[src/rtl/mp_writeback_pkg.sv]
// rtl/mp_writeback_pkg.sv - shared constants and state encoding for the writeback stage
package mp_writeback_pkg;

  localparam int XLEN_DEF  = 16;
  localparam int RADDR_DEF = 4;
  localparam int NUNIT_DEF = 4;

  typedef enum logic [1:0] {
    WB_IDLE = 2'd0,
    WB_WR   = 2'd1,
    WB_WLO  = 2'd2,
    WB_WHI  = 2'd3
  } wb_state_e;

  // Only the low beat of a wide write blocks new instructions
  function automatic logic wb_accepts(input wb_state_e s);
    return (s != WB_WLO);
  endfunction

endpackage

[src/rtl/mp_writeback_calc_resmerge.sv]
// rtl/mp_writeback_calc_resmerge.sv - OR-merge of the calc-unit result buses
module calc_resmerge #(
  parameter int XLEN  = 16,
  parameter int NUNIT = 4
) (
  input  logic [NUNIT*2*XLEN-1:0] res,
  output logic [2*XLEN-1:0]       merged
);

  // Disabled units drive zero, so a plain OR selects the active one
  always_comb begin
    merged = '0;
    for (int k = 0; k < NUNIT; k++) begin
      merged = merged | res[k*2*XLEN +: 2*XLEN];
    end
  end

endmodule

[src/rtl/mp_writeback.sv]
// rtl/mp_writeback.sv - result merge and one/two-beat register-file write port
module mp_writeback
  import mp_writeback_pkg::*;
#(
  parameter int XLEN  = XLEN_DEF,
  parameter int RADDR = RADDR_DEF,
  parameter int NUNIT = NUNIT_DEF
) (
  input  logic                    CLK,
  input  logic                    RST,
  input  logic                    IN_VALID,
  output logic                    IN_READY,
  input  logic [NUNIT*2*XLEN-1:0] IN_RES,
  input  logic [RADDR-1:0]        IN_RD,
  input  logic                    IN_WEN,
  input  logic                    IN_WIDE,
  output logic                    RF_WEN,
  output logic [RADDR-1:0]        RF_WADDR,
  output logic [XLEN-1:0]         RF_WDATA,
  output logic                    PEND_VALID,
  output logic [RADDR-1:0]        PEND_ADDR
);

  logic [2*XLEN-1:0] merged;

  wb_state_e         state_q, state_n;
  logic [XLEN-1:0]   lo_q, lo_n;
  logic [XLEN-1:0]   hi_q, hi_n;
  logic [RADDR-1:0]  rd_q, rd_n;
  logic              wen_q, wen_n;
  logic [RADDR-1:0]  rd_inc_n;
  logic              transfer;

  logic              rf_wen_n;
  logic [RADDR-1:0]  rf_waddr_n;
  logic [XLEN-1:0]   rf_wdata_n;
  logic              pend_valid_n;
  logic [RADDR-1:0]  pend_addr_n;
  logic              ready_n;

  calc_resmerge #(
    .XLEN  (XLEN),
    .NUNIT (NUNIT)
  ) u_resmerge (
    .res    (IN_RES),
    .merged (merged)
  );

  assign transfer = IN_VALID & IN_READY;

  // Next state, captured operands and the outputs that the next state will present
  always_comb begin
    state_n = state_q;
    lo_n    = lo_q;
    hi_n    = hi_q;
    rd_n    = rd_q;
    wen_n   = wen_q;

    if (transfer) begin
      lo_n    = merged[XLEN-1:0];
      hi_n    = merged[2*XLEN-1:XLEN];
      rd_n    = IN_RD;
      wen_n   = IN_WEN;
      // A non-writing instruction never needs the second beat, so WIDE is moot
      state_n = (IN_WEN && IN_WIDE) ? WB_WLO : WB_WR;
    end else begin
      case (state_q)
        WB_WLO:  state_n = WB_WHI;
        default: state_n = WB_IDLE;
      endcase
    end

    rd_inc_n = rd_n + RADDR'(1);

    rf_wen_n   = 1'b0;
    rf_waddr_n = '0;
    rf_wdata_n = '0;
    case (state_n)
      WB_WR, WB_WLO: begin
        rf_wen_n   = wen_n && (rd_n != '0);
        rf_waddr_n = rd_n;
        rf_wdata_n = lo_n;
      end
      WB_WHI: begin
        // rd+1 wraps; landing on r0 suppresses the high beat
        rf_wen_n   = wen_n && (rd_inc_n != '0);
        rf_waddr_n = rd_inc_n;
        rf_wdata_n = hi_n;
      end
      default: begin
        rf_wen_n   = 1'b0;
        rf_waddr_n = '0;
        rf_wdata_n = '0;
      end
    endcase

    pend_valid_n = (state_n == WB_WLO) && wen_n;
    pend_addr_n  = pend_valid_n ? rd_inc_n : '0;
    ready_n      = wb_accepts(state_n);
  end

  // State, operand capture and registered write-port outputs
  always_ff @(posedge CLK) begin
    if (RST) begin
      state_q    <= WB_IDLE;
      lo_q       <= '0;
      hi_q       <= '0;
      rd_q       <= '0;
      wen_q      <= 1'b0;
      RF_WEN     <= 1'b0;
      RF_WADDR   <= '0;
      RF_WDATA   <= '0;
      PEND_VALID <= 1'b0;
      PEND_ADDR  <= '0;
      IN_READY   <= 1'b1;
    end else begin
      state_q    <= state_n;
      lo_q       <= lo_n;
      hi_q       <= hi_n;
      rd_q       <= rd_n;
      wen_q      <= wen_n;
      RF_WEN     <= rf_wen_n;
      RF_WADDR   <= rf_waddr_n;
      RF_WDATA   <= rf_wdata_n;
      PEND_VALID <= pend_valid_n;
      PEND_ADDR  <= pend_addr_n;
      IN_READY   <= ready_n;
    end
  end

endmodule

[config.mk]
export PLATFORM = sky130hd
export DESIGN_NAME = mp_writeback
export DESIGN_NICKNAME = d
export VERILOG_FILES = /design/src/rtl/mp_writeback_pkg.sv /design/src/rtl/mp_writeback_calc_resmerge.sv /design/src/rtl/mp_writeback.sv
export SDC_FILE = /design/constraint.sdc
export NUM_CORES = 1
export LEC_CHECK = 0
export ABC_AREA = 1
export ABC_CLOCK_PERIOD_IN_PS = 3360
export CAP_MARGIN = 20
export CELL_PAD_IN_SITES_DETAIL_PLACEMENT = 0
export CELL_PAD_IN_SITES_GLOBAL_PLACEMENT = 1
export CORE_MARGIN = 10
export CORE_UTILIZATION = 23
export DETAILED_ROUTE_END_ITERATION = 12
export MAX_ROUTING_LAYER = met4
export PLACE_DENSITY_LB_ADDON = 0.1
export SYNTH_ARGS = -nofsm -noshare
export SYNTH_HDL_FRONTEND = slang
export SYNTH_SLANG_ARGS = --single-unit
export TNS_END_PERCENT = 20
[constraint.sdc]
create_clock -name CLK -period 3.36 [get_ports CLK]
set_input_delay 0.672 -clock CLK [delete_from_list [all_inputs] [get_ports CLK]]
set_output_delay 0.672 -clock CLK [all_outputs]
set_load 0.01 [all_outputs]
# Yosys cells after proc, flatten, opt, wreduce, memory -nomap -nowiden
# Index checks and enable logic that the tools add are counted.
# op_classes
add_sub_neg	1
n_eq_ne	5
mux	10
bitwise_logic	5
reduce_logical	8
# op_table
op	count
$or A32 B32 Y32	3
$mux W16	2
$pmux W16 S2	1
$pmux W4 S2	1
$reduce_bool A4 Y1	2
$eq A2 B2 Y1 const B	3
$mux W2	3
$add A4 B1 Y4 const B	1
$logic_and A1 B1 Y1	4
$mux W4	1
$reduce_or A2 Y1	2
$eq A2 B1 Y1 const B	1
$ne A2 B2 Y1 const B	1
$pmux W1 S2	1
$and A1 B1 Y1	1
$mux W1	1
$not A1 Y1	1
# totals
ff_bits	66
in_bits	137
out_inout_bits	27
elab_cells	40

# Depth between registers and ports, before layout
# depth
word_depth	7
ltp_mapped	11
mapped_depth_nobuf	10

# Modules after synthesis
# Synthesis repeated with hierarchy kept, for this count alone.
# hier_totals
hier_cells	311
area_unflattened_um2	2183.3
# by_module_without_submodules
mod	n_inst	cells_per_inst	area_per_inst_um2	seq_area_each_um2
mp_writeback	1	215	1823.0	1001.0
calc_resmerge	1	96	360.3	0.0

# Least setup slack after synthesis
# Ideal clock, no wire load.
# synth_timing
path_type	input port to flip-flop
from	input IN_VALID
to	register RF_WADDR[2]
setup_ns	0.132
t_arrival_ns	1.516
required_ns	3.228
path_slack_ns	1.712
cell_stages	8
path_cell_list	nand2_2 > buf_6 > nand2_4 > nand2_4 > ha_1 > or2_1 > nand3_1 > a21oi_1
# synth_between
elab_chain_len	5
elab_cells_between_ends	9
classes_between	add/sub: 1; eq/ne: 3; mux: 3; bitwise: 1; reduce/logical: 1
# synth_lines
element	line_no	source
start, declared	mp_writeback.sv:11	input logic IN_VALID,
$and A1 B1 Y1 *	mp_writeback.sv:49	assign transfer = IN_VALID & IN_READY;
branches (longest 3 deep; another with $add A4 B1 Y4)	--	
$pmux W4 S2 *	mp_writeback.sv:78	case (state_n)
end signal, assigned	mp_writeback.sv:123	RF_WADDR <= rf_waddr_n;
end, declared	mp_writeback.sv:18	output logic [RADDR-1:0] RF_WADDR,
# Every way passes the cells marked *.
# A chain may end at the register's enable or synchronous reset.

# Final worst setup path
# layout_timing
from	input IN_VALID
to	register RF_WDATA[10]
# layout_between
elab_chain_len	5
elab_cells_between_ends	9
classes_between	eq/ne: 3; mux: 4; bitwise: 1; reduce/logical: 1
# layout_lines
element	line_no	source
$and A1 B1 Y1 *	mp_writeback.sv:49	
$mux W2	mp_writeback.sv:59	if (transfer) begin
$eq A2 B2 Y1 / $eq A2 B1 Y1 (equally long branches)	mp_writeback.sv:78	
$reduce_or A2 Y1	mp_writeback.sv:78	
$pmux W16 S2 *	mp_writeback.sv:78	
end signal, assigned	mp_writeback.sv:124	RF_WDATA <= rf_wdata_n;
end, declared	mp_writeback.sv:19	output logic [XLEN-1:0] RF_WDATA,
# Mark *: on every way between the ends. The rest lies on a longest branch, timed or not.

==> results.md <==
- Total negative slack: 0 ps
- Slowest cell on crit path: clkdlybuf4s50_1
- Area grow syn2layout: 91.3%
- Clk slew on worst S/H paths: 90 ps
- Endpoints failing setup: 0
- Cts bufs inserted: 5
- Grt total ovfl: 0
- CTS HTree Levels: 2
- Status: finished, final reports clean
- Max-cap viol count: 0
- Tot GR Track Use: 0.122
- Root buffer cell: clkbuf_8
- LEAKAGE: 0.00145 uW
- Initial core utilization: 0.239
- Slowest stage delay, CP: 550 ps
- Hold Path Class: reg -> reg
- Syn avg cell area: 8.66 um2
- Post-CTS Setup Bufs: 0
- Non-Filler Instances: 498
- DRT Pass-1 Iters: 4
- DRT Wirelength: 7.86 mm
- Initial antenna violation count: 0
- Crit end category: register
- Hold path startpoint: rd_q[2]$_SDFF_PP0_
- Number of synthesized register bits: 50
- Max Root-Sink Buffers: 2
- Required @ worst endpoint: 3600 ps
- IO Port Bufs: 163
- Final net count: 531
- TritonCTS clock tree: yes
- Final Cycle Share: 0.658
- Critical path type: in -> reg
- WL per Instance: 15.8 um
- Clk Latency, worst-skew pair: 300 ps
- Antenna cells: 0
- Seq/Total Area, Yosys: 0.503
- CP Buf/Inv Count: 3
- Final min period: 2210 ps
- Arr. time, crit path: 2450 ps
- Largest net degree at the start of global routing: 29
- Worst-Margin Slew: 569 ps
- First-pass GRT wire length: 12.1 mm
- Layout cells sized above 1: 0.0840
- Final hold violation count: 0
- Crit-path cells: clkdlybuf4s50_1 -> nand2_2 -> inv_2 -> buf_4 -> o21ai_0 -> a21oi_1
- Syn Std Cell Area: 1990 um2
- DRT iter0 DRCs: 65
- Detail Route Antenna Nets: 0
- Startpoint class of the critical path: input pin
- Yosys warning count: 0
- GPL Wtd Cong: 0.752
- Post_cts resized: 0
- CTS sink count: 50
- CP top delay family: buffers and inverters
- Max IR drop VDD: 0.000179 V
- PwrDens: 356 nW/um2
- Rel. slew slack: 0.620
- Clk_skew: 10.1 ps
- Critical path origin: IN_VALID
- Vias: 2217
- Peak Freq: 0.452 GHz
- Die area: 12800 um2
- Site row count: 33
- Residual DRC count: 0
- Syn Inst Count: 230
- Syn nets: 369
- RSZ-0062 raised after global routing: false
- Core area: 8340 um2
- Netlist cell types: 25
- Post-DP HPWL: 6.67 mm
- Vias in the first global route: 2435
- Slew Limit Fails: 0
- Crit Path Max Fanout: 28
- Worst R2R Start: IN_READY$_SDFF_PP1_
- Placed cell count: 490
- Die H: 113 um
- Vias/cell: 4.45
- IO Count: 164
- Die W: 113 um
- Cts hold-fix bufs: 0
## logic make-up after synthesis
| logic type | count (synthesis) | share of synthesized area |
|---|---|---|
| compound gates | 72 | 0.201 |
| buf+inv | 23 | 0.0597 |
| simple gates | 83 | 0.224 |
| flops | 50 | 0.503 |
| fa+ha+maj | 2 | 0.0126 |
## layout by cell type (no fill, tap or decap), types with 2 or more instances in the layout
cell type,count
a21oi_1,37
or2_2,15
clkbuf_8,5
nand2_4,3
clkbuf_1,2
nand2_1,15
buf_4,3
nand4_1,2
clkdlybuf4s50_1,163
o21ai_0,19
inv_2,2
dfxtp_1,50
nand3_1,11
ha_1,2
o31ai_1,16
inv_1,10
nand2_2,2
nor2_1,16
nor4_1,15
## worst paths after layout
check	endpoint	slack [ps]	depth (start not counted)
worst max-delay path	RF_WDATA[10]$_SDFF_PP0_	1150	6
worst max register to register	RF_WDATA[10]$_SDFF_PP0_	1630	5
worst min-delay path	rd_q[2]$_SDFF_PP0_	480	2
worst min register to register	rd_q[2]$_SDFF_PP0_	480	2
## registers in the layout (all words and copies together), names as in the netlist, 2 cells and up
register	cells
RF_WADDR	4
state_q	2
RF_WDATA	16
hi_q	16
PEND_ADDR	4
rd_q	4
## tightest hold or removal path, cell delays in order (launching register included)
cell and delay, ps:
dfxtp_1 310, nand2_1 70, a21oi_1 60
## routing by layer
layer  vias up  GRT usage  part of all wire
met5         -          -                 0
met4         0     0.0381             0.014
met3        11     0.0470             0.080
met2        95      0.206              0.51
met1       980      0.129              0.40
li1       1131          -                 -
## layout make-up
| cell class | instances | area (um2) |
|---|---|---|
| inverter | 12 | 45.0 |
| tap | 105 | 131 |
| timing repair buffer | 166 | 1650 |
| sequential | 50 | 1000 |
| clock buffer | 7 | 76.3 |
| clock inverter | 1 | 30.0 |
| fill | 852 | 4530 |
| multi-input combinational | 157 | 872 |
## stage by stage
stage	setup WS [ps]	total power [uW]	instance area, um2	utilization	hold slack, ps
floorplan	1710	744	1990	-	447
global placement	848	954	3700	0.444	467
detailed placement	800	955	3700	0.444	464
CTS	1120	1370	3810	0.457	480
global route	928	1430	3810	0.457	515
finish	1150	1360	3810	0.457	482
## cell usage after synthesis
cell type | number | area, um2
dfxtp_1 | 50 | 1000
a21oi_1 | 37 | 185
o21ai_0 | 19 | 95.1
nor2_1 | 16 | 60.1
o31ai_1 | 16 | 120
nand2_1 | 15 | 56.3
nor4_1 | 15 | 93.8
or2_2 | 15 | 93.8
nand3_1 | 11 | 55.1
inv_1 | 10 | 37.5
buf_2 | 4 | 20.0
buf_6 | 3 | 33.8
nand2_4 | 3 | 33.8
ha_1 | 2 | 25.0
inv_2 | 2 | 7.51
nand2_2 | 2 | 12.5
nand4_1 | 2 | 12.5
and2_1 | 1 | 6.26
buf_1 | 1 | 3.75
buf_4 | 1 | 7.51
clkbuf_1 | 1 | 3.75
clkbuf_2 | 1 | 5.00
nand3_2 | 1 | 10.0
nor2_2 | 1 | 6.26
or2_1 | 1 | 6.26
## report_power, final
part / switching, uW / internal (uW)
combinational: 101 / 199
clock: 195 / 223
sequential: 9.51 / 628
Note: power is estimated with default switching activity, not from simulation.
